--- config.mk ---
export PLATFORM = sky130hd
export DESIGN_NAME = reg_file_scoreboard_flat
export DESIGN_NICKNAME = d
export VERILOG_FILES = /design/src/rtl/reg_file_scoreboard_pkg.sv /design/src/rtl/reg_file_scoreboard_if.sv /design/src/rtl/sb_counter.sv /design/src/rtl/reg_file_scoreboard.sv /design/src/flat_wrapper.sv
export SDC_FILE = /design/constraint.sdc
export NUM_CORES = 2
export LEC_CHECK = 0
export ABC_AREA = 1
export BUFFER_PORTS_ARGS = -buffer_cell sky130_fd_sc_hd__buf_2
export CORE_MARGIN = 8
export CORE_UTILIZATION = 50
export DETAILED_ROUTE_END_ITERATION = 8
export HOLD_SLACK_MARGIN = 0.12
export PLACE_DENSITY = 0.69
export SKIP_LAST_GASP = 1
export SYNTH_ARGS = -nofsm -noshare
export SYNTH_HDL_FRONTEND = slang
export SYNTH_SLANG_ARGS = --single-unit
--- constraint.sdc ---
create_clock -name clk -period 15.88 [get_ports clk]
set_input_delay 2.382 -clock clk [delete_from_list [all_inputs] [get_ports clk]]
set_output_delay 2.382 -clock clk [all_outputs]
set_load 0.01 [all_outputs]
--- src/rtl/reg_file_scoreboard_pkg.sv ---
// Shared types and constants for the register file / pending-write scoreboard.
// - DATA_W   : register width
// - NUM_REGS : implemented registers R0..R14 (index 15 is the PC, held in IF)
// - CNT_W    : width of each per-register pending-writer counter
package reg_file_scoreboard_pkg;

  localparam int unsigned DATA_W   = 32;
  localparam int unsigned NUM_REGS = 15;
  localparam int unsigned CNT_W    = 2;
  localparam int unsigned ADDR_W   = 4;

  typedef logic [ADDR_W-1:0] reg_addr_t;
  typedef logic [DATA_W-1:0] reg_data_t;
  typedef logic [CNT_W-1:0]  cnt_t;

  localparam reg_addr_t REG_PC = 4'd15;

  // True when an enabled event targets register r. The PC index never matches.
  function automatic logic addr_hit(logic en, reg_addr_t addr, reg_addr_t r);
    return en && (addr == r) && (addr != REG_PC);
  endfunction

endpackage

--- src/rtl/reg_file_scoreboard_if.sv ---
// Pipeline-side bundle for the register file / scoreboard.
// - WB_WB_EN/WB_Dest/WB_Value : writeback from the WB stage (also retires a writer)
// - src1..src3, rd1..rd3      : ID stage read ports
// - issue_en/issue_dest       : ID issuing a register writer
// - kill_en/kill_dest         : flush of an in-flight writer
// - haz1..haz3, sb_err        : hazard flags and sticky scoreboard error
// master = pipeline side, slave = register file.
interface reg_file_scoreboard_if;
  import reg_file_scoreboard_pkg::*;

  logic      WB_WB_EN;
  reg_addr_t WB_Dest;
  reg_data_t WB_Value;
  reg_addr_t src1;
  reg_addr_t src2;
  reg_addr_t src3;
  reg_data_t rd1;
  reg_data_t rd2;
  reg_data_t rd3;
  logic      issue_en;
  reg_addr_t issue_dest;
  logic      kill_en;
  reg_addr_t kill_dest;
  logic      haz1;
  logic      haz2;
  logic      haz3;
  logic      sb_err;

  modport master (
    output WB_WB_EN, WB_Dest, WB_Value, src1, src2, src3,
    output issue_en, issue_dest, kill_en, kill_dest,
    input  rd1, rd2, rd3, haz1, haz2, haz3, sb_err
  );

  modport slave (
    input  WB_WB_EN, WB_Dest, WB_Value, src1, src2, src3,
    input  issue_en, issue_dest, kill_en, kill_dest,
    output rd1, rd2, rd3, haz1, haz2, haz3, sb_err
  );

endinterface

--- src/rtl/sb_counter.sv ---
// One saturating up/down pending-writer counter.
// - clk, rst : clock, asynchronous active-high reset
// - inc      : one writer issued this cycle
// - dec      : number of writers retired/killed this cycle (0..2)
// - count    : current pending count
// - err      : this cycle's update would overflow or underflow (count is clamped)
module sb_counter
  import reg_file_scoreboard_pkg::*;
(
  input  logic       clk,
  input  logic       rst,
  input  logic       inc,
  input  logic [1:0] dec,
  output cnt_t       count,
  output logic       err
);

  localparam int MaxCount = (1 << CNT_W) - 1;

  cnt_t count_q, count_d;
  int   sum;

  always_comb begin
    sum     = int'(count_q) + int'(inc) - int'(dec);
    count_d = count_q;
    err     = 1'b0;
    if (sum > MaxCount) begin
      count_d = cnt_t'(MaxCount);
      err     = 1'b1;
    end else if (sum < 0) begin
      count_d = '0;
      err     = 1'b1;
    end else begin
      count_d = cnt_t'(sum);
    end
  end

  always_ff @(posedge clk or posedge rst) begin
    if (rst) begin
      count_q <= '0;
    end else begin
      count_q <= count_d;
    end
  end

  assign count = count_q;

endmodule

--- src/rtl/reg_file_scoreboard.sv ---
// Architectural register file R0..R14 with three combinational read ports and a
// per-register pending-writer scoreboard.
// - clk, rst : clock, asynchronous active-high reset
// - bus      : slave side of reg_file_scoreboard_if (writeback, reads, issue/kill,
//              hazard flags, sticky sb_err)
// Reads of index 15 return 0; a same-cycle writeback to the read index is bypassed.
// Hazards reflect counts before this cycle's update; the retiring writer is not masked
// because the bypass already supplies its value.
module reg_file_scoreboard
  import reg_file_scoreboard_pkg::*;
(
  input logic                 clk,
  input logic                 rst,
  reg_file_scoreboard_if.slave bus
);

  reg_data_t             regs_q [NUM_REGS];
  cnt_t                  cnt    [NUM_REGS];
  logic [NUM_REGS-1:0]   cnt_err;
  logic                  sb_err_q;
  logic                  wb_we;

  reg_addr_t             src [3];
  reg_data_t             rd  [3];
  logic      [2:0]       haz;

  assign wb_we = bus.WB_WB_EN && (bus.WB_Dest != REG_PC);

  always_ff @(posedge clk or posedge rst) begin
    if (rst) begin
      for (int i = 0; i < int'(NUM_REGS); i++) begin
        regs_q[i] <= '0;
      end
    end else if (wb_we) begin
      regs_q[bus.WB_Dest] <= bus.WB_Value;
    end
  end

  assign src[0] = bus.src1;
  assign src[1] = bus.src2;
  assign src[2] = bus.src3;

  always_comb begin
    for (int p = 0; p < 3; p++) begin
      rd[p]  = '0;
      haz[p] = 1'b0;
      if (src[p] != REG_PC) begin
        haz[p] = (cnt[src[p]] != '0);
        if (bus.WB_WB_EN && (bus.WB_Dest == src[p])) begin
          rd[p] = bus.WB_Value;
        end else begin
          rd[p] = regs_q[src[p]];
        end
      end
    end
  end

  assign bus.rd1  = rd[0];
  assign bus.rd2  = rd[1];
  assign bus.rd3  = rd[2];
  assign bus.haz1 = haz[0];
  assign bus.haz2 = haz[1];
  assign bus.haz3 = haz[2];

  for (genvar r = 0; r < int'(NUM_REGS); r++) begin : g_cnt
    logic       inc;
    logic       wb_hit;
    logic       kill_hit;
    logic [1:0] dec;

    assign inc      = addr_hit(bus.issue_en, bus.issue_dest, reg_addr_t'(r));
    assign wb_hit   = addr_hit(bus.WB_WB_EN, bus.WB_Dest, reg_addr_t'(r));
    assign kill_hit = addr_hit(bus.kill_en, bus.kill_dest, reg_addr_t'(r));
    // Retire and kill to the same register both count.
    assign dec      = {1'b0, wb_hit} + {1'b0, kill_hit};

    sb_counter u_sb_counter (
      .clk   (clk),
      .rst   (rst),
      .inc   (inc),
      .dec   (dec),
      .count (cnt[r]),
      .err   (cnt_err[r])
    );
  end

  always_ff @(posedge clk or posedge rst) begin
    if (rst) begin
      sb_err_q <= 1'b0;
    end else begin
      sb_err_q <= sb_err_q | (|cnt_err);
    end
  end

  assign bus.sb_err = sb_err_q;

endmodule
--- src/flat_wrapper.sv ---
// flat-port wrapper written by rule: the top's interface ports become plain ports
module reg_file_scoreboard_flat import reg_file_scoreboard_pkg::*;
  (clk, rst, bus_WB_WB_EN, bus_WB_Dest, bus_WB_Value, bus_src1, bus_src2, bus_src3, bus_issue_en, bus_issue_dest, bus_kill_en, bus_kill_dest, bus_rd1, bus_rd2, bus_rd3, bus_haz1, bus_haz2, bus_haz3, bus_sb_err);
  reg_file_scoreboard_if bus_i ();
  input logic clk;
  input logic rst;
  input wire logic [$bits(bus_i.WB_WB_EN)-1:0] bus_WB_WB_EN;
  input wire logic [$bits(bus_i.WB_Dest)-1:0] bus_WB_Dest;
  input wire logic [$bits(bus_i.WB_Value)-1:0] bus_WB_Value;
  input wire logic [$bits(bus_i.src1)-1:0] bus_src1;
  input wire logic [$bits(bus_i.src2)-1:0] bus_src2;
  input wire logic [$bits(bus_i.src3)-1:0] bus_src3;
  input wire logic [$bits(bus_i.issue_en)-1:0] bus_issue_en;
  input wire logic [$bits(bus_i.issue_dest)-1:0] bus_issue_dest;
  input wire logic [$bits(bus_i.kill_en)-1:0] bus_kill_en;
  input wire logic [$bits(bus_i.kill_dest)-1:0] bus_kill_dest;
  output wire logic [$bits(bus_i.rd1)-1:0] bus_rd1;
  output wire logic [$bits(bus_i.rd2)-1:0] bus_rd2;
  output wire logic [$bits(bus_i.rd3)-1:0] bus_rd3;
  output wire logic [$bits(bus_i.haz1)-1:0] bus_haz1;
  output wire logic [$bits(bus_i.haz2)-1:0] bus_haz2;
  output wire logic [$bits(bus_i.haz3)-1:0] bus_haz3;
  output wire logic [$bits(bus_i.sb_err)-1:0] bus_sb_err;
  assign bus_i.WB_WB_EN = bus_WB_WB_EN;
  assign bus_i.WB_Dest = bus_WB_Dest;
  assign bus_i.WB_Value = bus_WB_Value;
  assign bus_i.src1 = bus_src1;
  assign bus_i.src2 = bus_src2;
  assign bus_i.src3 = bus_src3;
  assign bus_i.issue_en = bus_issue_en;
  assign bus_i.issue_dest = bus_issue_dest;
  assign bus_i.kill_en = bus_kill_en;
  assign bus_i.kill_dest = bus_kill_dest;
  assign bus_rd1 = bus_i.rd1;
  assign bus_rd2 = bus_i.rd2;
  assign bus_rd3 = bus_i.rd3;
  assign bus_haz1 = bus_i.haz1;
  assign bus_haz2 = bus_i.haz2;
  assign bus_haz3 = bus_i.haz3;
  assign bus_sb_err = bus_i.sb_err;
  reg_file_scoreboard u_core (.clk(clk), .rst(rst), .bus(bus_i));
endmodule
# Word level (Yosys, flattened, before mapping)
# Cells that the tools add are included.
[word_totals]
ff_bits = 511
inputBits = 61
output_inout_bits = 100
[classes]
add_sub_neg = 45
order_cmp = 35
eq_ne = 51
muxes = 90
bitwise_logic = 5
reduce_logical = 102
[op_table]
columns = ["op", "count"]
rows = [
  ["$bwmux 480", 1],
  ["$gt 32x3->1 const B", 15],
  ["$lt 32x1->1 const B", 15],
  ["$sub 32x3->32", 15],
  ["$mux 32", 13],
  ["$bmux 32 s4", 3],
  ["$demux 32 s4", 1],
  ["$logic_and 1x1->1", 95],
  ["$eq 4x4->1 const B", 21],
  ["$mux 2", 36],
  ["$eq 4x3->1 const B", 12],
  ["$add 2x1->3", 15],
  ["$mux 1", 33],
  ["$add 1x1->2", 15],
  ["$bmux 2 s4", 3],
  ["$eq 4x2->1 const B", 6],
  ["$ne 4x4->1 const B", 6],
  ["$ge 5x5->1 const B", 4],
  ["$not 4->5", 4],
  ["$reduce_or 15->1", 1],
  ["$eq 4x1->1 const B", 3],
  ["$eq 4x4->1", 3],
  ["$logic_not 4->1", 3],
  ["$reduce_bool 2->1", 3],
  ["2 further kinds", 2],
]

# Depth between registers and ports, before layout
[logic_depth]
ltp_word = 10
ltp_mapped = 21
ltp_nobuf = 19

# Modules after synthesis
# Synthesis repeated with hierarchy kept, for this count alone.
[unflattened]
hier_cells = 6226
hier_area_um2 = 37758.7
[modules_own_cells]
columns = ["mod", "n_inst", "cells_each", "area_each_um2", "seq_area_each_um2"]
rows = [
  ["reg_file_scoreboard", 1, 5806, 34436.8, 12036.5],
  ["sb_counter", 15, 28, 221.5, 50.0],
]

# Worst setup path before layout
# Ideal clock, no wire load.
[synth_timing]
path_kind = "input to output"
startpoint = "input port bus_src3[0]"
endpoint = "output port bus_rd3[17]"
t_arrival_ns = 3.458
path_slack_ns = 10.040
cell_stages = 12
cell_sequence = "buf_4 > inv_4 > nand2_1 > inv_2 > buf_4 > buf_4 > nand2_1 > nand3_1 > nand2_1 > nor2_1 > nor2_1 > nor2_1"
[synth_between]
elab_chain_cells = 6
[synth_rtl]
columns = ["item", "line", "source"]
rows = [
  ["from (decl)", "flat_wrapper.sv:12", "input wire logic [$bits(bus_i.src3)-1:0] bus_src3;"],
  ["$not 4->5 (implied by the code)", "reg_file_scoreboard.sv:52", "rd[p] = regs_q[src[p]];"],
  ["$bmux 32 s4", "reg_file_scoreboard.sv:52", ""],
  ["$mux 32 (implied by the code) (2 in series)", "reg_file_scoreboard.sv:52", ""],
  ["$mux 32", "reg_file_scoreboard.sv:49", "if (bus.WB_WB_EN && (bus.WB_Dest == src[p])) begin"],
  ["$mux 32 *", "reg_file_scoreboard.sv:47", "if (src[p] != REG_PC) begin"],
  ["to (decl)", "flat_wrapper.sv:19", "output wire logic [$bits(bus_i.rd3)-1:0] bus_rd3;"],
]
# Mark *: on every way between the ends. The rest lies on a longest branch, timed or not. The select of a mux whose other input is x is not followed.

# Worst setup path after layout
[layout_timing]
startpoint = "input port bus_src1[0]"
endpoint = "output port bus_rd1[10]"
[layout_between]
elab_chain_cells = 6
[layout_rtl]
columns = ["item", "line", "source"]
rows = [
  ["from (decl)", "flat_wrapper.sv:10", "input wire logic [$bits(bus_i.src1)-1:0] bus_src1;"],
  ["$not 4->5 (implied by the code)", "reg_file_scoreboard.sv:52", ""],
  ["$bmux 32 s4", "reg_file_scoreboard.sv:52", ""],
  ["$mux 32 (implied by the code) (2 in series)", "reg_file_scoreboard.sv:52", ""],
  ["$mux 32", "reg_file_scoreboard.sv:49", ""],
  ["$mux 32 *", "reg_file_scoreboard.sv:47", ""],
  ["to (decl)", "flat_wrapper.sv:17", "output wire logic [$bits(bus_i.rd1)-1:0] bus_rd1;"],
]
# Marks and branches as above.

==> results.sh <==
export IMPL_rows=101
export IMPL_finalClockSkew_ns=0.00552
export IMPL_antenna_found_initial=11
export IMPL_slew_violations=0
export IMPL_holdBufCountCts=0
export IMPL_die_width_um=291
export IMPL_cts_buffers=60
export IMPL_ios=161
export IMPL_place_area_um2=38400
export IMPL_start_kind="input pin"
export IMPL_cts_resized=0
export IMPL_p_leak_nw=21.6
export IMPL_slew_headroom_pct=19.7
export IMPL_clk_latency_ns=0.67
export IMPL_tightest_slew_ns=1.21
export IMPL_area_growth_pct=6.68
export IMPL_drt_wirelength_per_cell_um=22.8
export IMPL_drv_cap=0
export IMPL_synth_enable_flop_cells=0
export IMPL_post_cts_buffers=0
export IMPL_endpoint_kind="output port"
export IMPL_core_area_um2=75400
export IMPL_max_freq_ghz=0.115
export IMPL_reg2regPathDepth=12
export IMPL_hold_viol=0
export IMPL_setup_viol=0
export IMPL_min_path_type="flip-flop to flip-flop"
export IMPL_hold_depth=2
export IMPL_wl_um=162000
export IMPL_globalplace_congestion=0.915
export IMPL_dp_hpwl_um=89400
export IMPL_clk_pin_slew_ns=0.06
export IMPL_grt_pass1_vias=38900
export IMPL_viasPerCell=5.93
export IMPL_first_pass_iters=7
export IMPL_cp_arrival_ns=6.29
export IMPL_grt_util_all_layers_pct=37.0
export IMPL_synth_top_cell_by_area="dfrtp_1"
export IMPL_fin_ws_ns=7.20
export IMPL_ys_top_cells_by_area="dfrtp_1 34%, nand2_1 26%, nand3_1 8.6%"
export IMPL_min_delay_start="u_core.regs_q[53]"
export IMPL_cts_tree="built"
export IMPL_powerDensity_nw_per_um2=117
export IMPL_worst_path_dominant_cell_family="buffers and inverters"
export IMPL_yosysUniqueCellTypes=27
export IMPL_synthArstFlopShare_pct=100
export IMPL_status="finished clean"
export IMPL_ys_ff_latch=511
export IMPL_cts_max_level=2
export IMPL_critical_path_class="input pin to output port"
export IMPL_yosys_warnings=0
export IMPL_syn_cell_area_um2=37800
export IMPL_n_fill_cell=7835
export IMPL_crit_required_ns=13.50
export IMPL_worst_path_largest_cell_delay_ns=0.61
export IMPL_postSynthCellCount=6223
export IMPL_layout_drive_gt1_share_pct=6.28
export IMPL_stdcell_count=7114
export IMPL_yosysMostFrequentCell="nand2_1"
export IMPL_synth_common_cells="2654 x nand2_1, 651 x nand3_1, 541 x nor2_1, 511 x dfrtp_1, 498 x inv_1"
export IMPL_drt_iter0_markers=7011
export IMPL_peakVddDrop_mv=0.0931
export IMPL_cp_num_cells=12
export IMPL_synth_area_per_cell_um2=6.08
export IMPL_stdcell_area_um2=40400
export IMPL_crit_fanout=101
export IMPL_cts_path_max_buffers=3
export IMPL_final_util_pct=53.5
export IMPL_grt_ovfl_total=0
export IMPL_synthFlopType="dfrtp_1"
export IMPL_finalCriticalPeriod_ns=8.68
export IMPL_ys_seq_area_share_pct=33.8
export IMPL_antenna_left=0
export IMPL_rsz0062_at_grt="false"
export IMPL_fp_dieH_um=291
export IMPL_dieArea_um2=84700
export IMPL_slowest_stage="clkbuf_8"
export IMPL_pre_cts_slack_ns=7.46
export IMPL_rrSetupSlack_ns=13.44
export IMPL_synth_nets=6389
export IMPL_startpoint="bus_src1[0]"
export IMPL_worst_path_buf_inv=5
export IMPL_drc=0
export IMPL_place_inst=6992
export IMPL_cts_num_sinks=511
export IMPL_worstReg2RegStart="u_core.g_cnt[10].u_sb_counter.count[0]"
export IMPL_synth_top_area_share_pct=33.8
export IMPL_setup_tns_ns=0
export IMPL_vias=42200
export IMPL_finalNetCount=6242
export IMPL_port_buffers=160
export IMPL_finalCritPeriodShare_pct=54.6
export IMPL_start_util_pct=50.2
export IMPL_cts_root_buf="clkbuf_16"
export IMPL_grt_pass1_wl_um=243000
export IMPL_path_cells="clkbuf_8 -> buf_4 -> inv_6 -> nand2_1 -> nand2_1 -> nor2_2 -> nand3_4 -> buf_4 -> nand3_1 -> nor2_1 -> nor2_1 -> buf_2"
export IMPL_grt_max_degree=102
## layout make-up
class | count | area [µm²] | area share (%)
Sequential cell | 511 | 12800 | 31.7
Multi-Input combinational cell | 4761 | 21100 | 52.2
Antenna cell | 10 | 25.0 | 0.0620
Timing Repair Buffer | 225 | 1320 | 3.28
Clock inverter | 13 | 72.6 | 0.180
Inverter | 517 | 1970 | 4.88
Tap cell | 978 | 1220 | 3.03
Clock buffer | 99 | 1900 | 4.71
## worst paths after layout
| kind | endpoint |
|---|---|
| min in group asynchronous | u_core.regs_q[216] |
| max in group asynchronous | u_core.g_cnt[3].u_sb_counter.count[1] |
| worst min register to register | u_core.regs_q[53] |
| worst min-delay path | u_core.regs_q[53] |
| worst max register to register | u_core.bus.sb_err |
| worst max-delay path | bus_rd1[10] |
## per-layer routing
metal  share of wire, %  wire, µm  global-route usage (%)  vias up
li1                   -         -                       -    19100
met1                 37     60500                    48.5    19100
met2                 41     66600                    54.3     3269
met3                 15     24800                    11.6      703
met4                6.2     10100                    19.6        2
met5              0.012        20                       0        -
## layout by cell type, fill, tap and decap left out, types with 68 or more instances in the layout
cell and n:
nand3_1 651, nor2_1 535, buf_4 68, nand2_1 2642, dfrtp_1 511, o21ai_1 343
o21ai_0 339, a21oi_1 99, buf_2 154, ha_1 75, inv_1 491
## worst register-to-register path: cells and delay by family (launching register included)
family        cells  cell delay [ns]
fa+ha+maj         4             1.06
buf+inv           1             0.06
flops             1             0.38
simple gates      7             0.80
## report_power, final
part           internal [mW]  leakage (nW)  switching [mW]  total [mW]
registers               1.60          6.34           0.217        1.82
logic                  0.481          14.3            1.02        1.50
clock network          0.808         0.987           0.609        1.42
total                   2.89          21.6            1.85        4.74
## per-stage QoR
step | power (mW) | hold slack, ns
after floorplan | 2.83 | 0.453
after global placement | 3.25 | 0.466
after detailed placement | 3.29 | 0.473
after CTS | 4.69 | 0.487
after global routing | 5.02 | 0.499
final | 4.74 | 0.483
## registers in the layout, summed over array words and instances, names as in the netlist
signal                           flops
u_core.regs_q                      480
u_core.g_cnt.u_sb_counter.count     30
u_core.bus.sb_err                    1
## logic make-up (layout without fill, tap and decap cells)
family	Yosys count	count (layout)	share of synthesized area (%)
compound gates	786	786	10.4
xor+xnor	3	3	0.0694
fa+ha+maj	105	105	4.07
buf+inv	951	854	10.9
flops	511	511	33.8
other cells	0	10	0
simple gates	3867	3867	40.8
No activity file was read; power rests on OpenSTA's default activity.
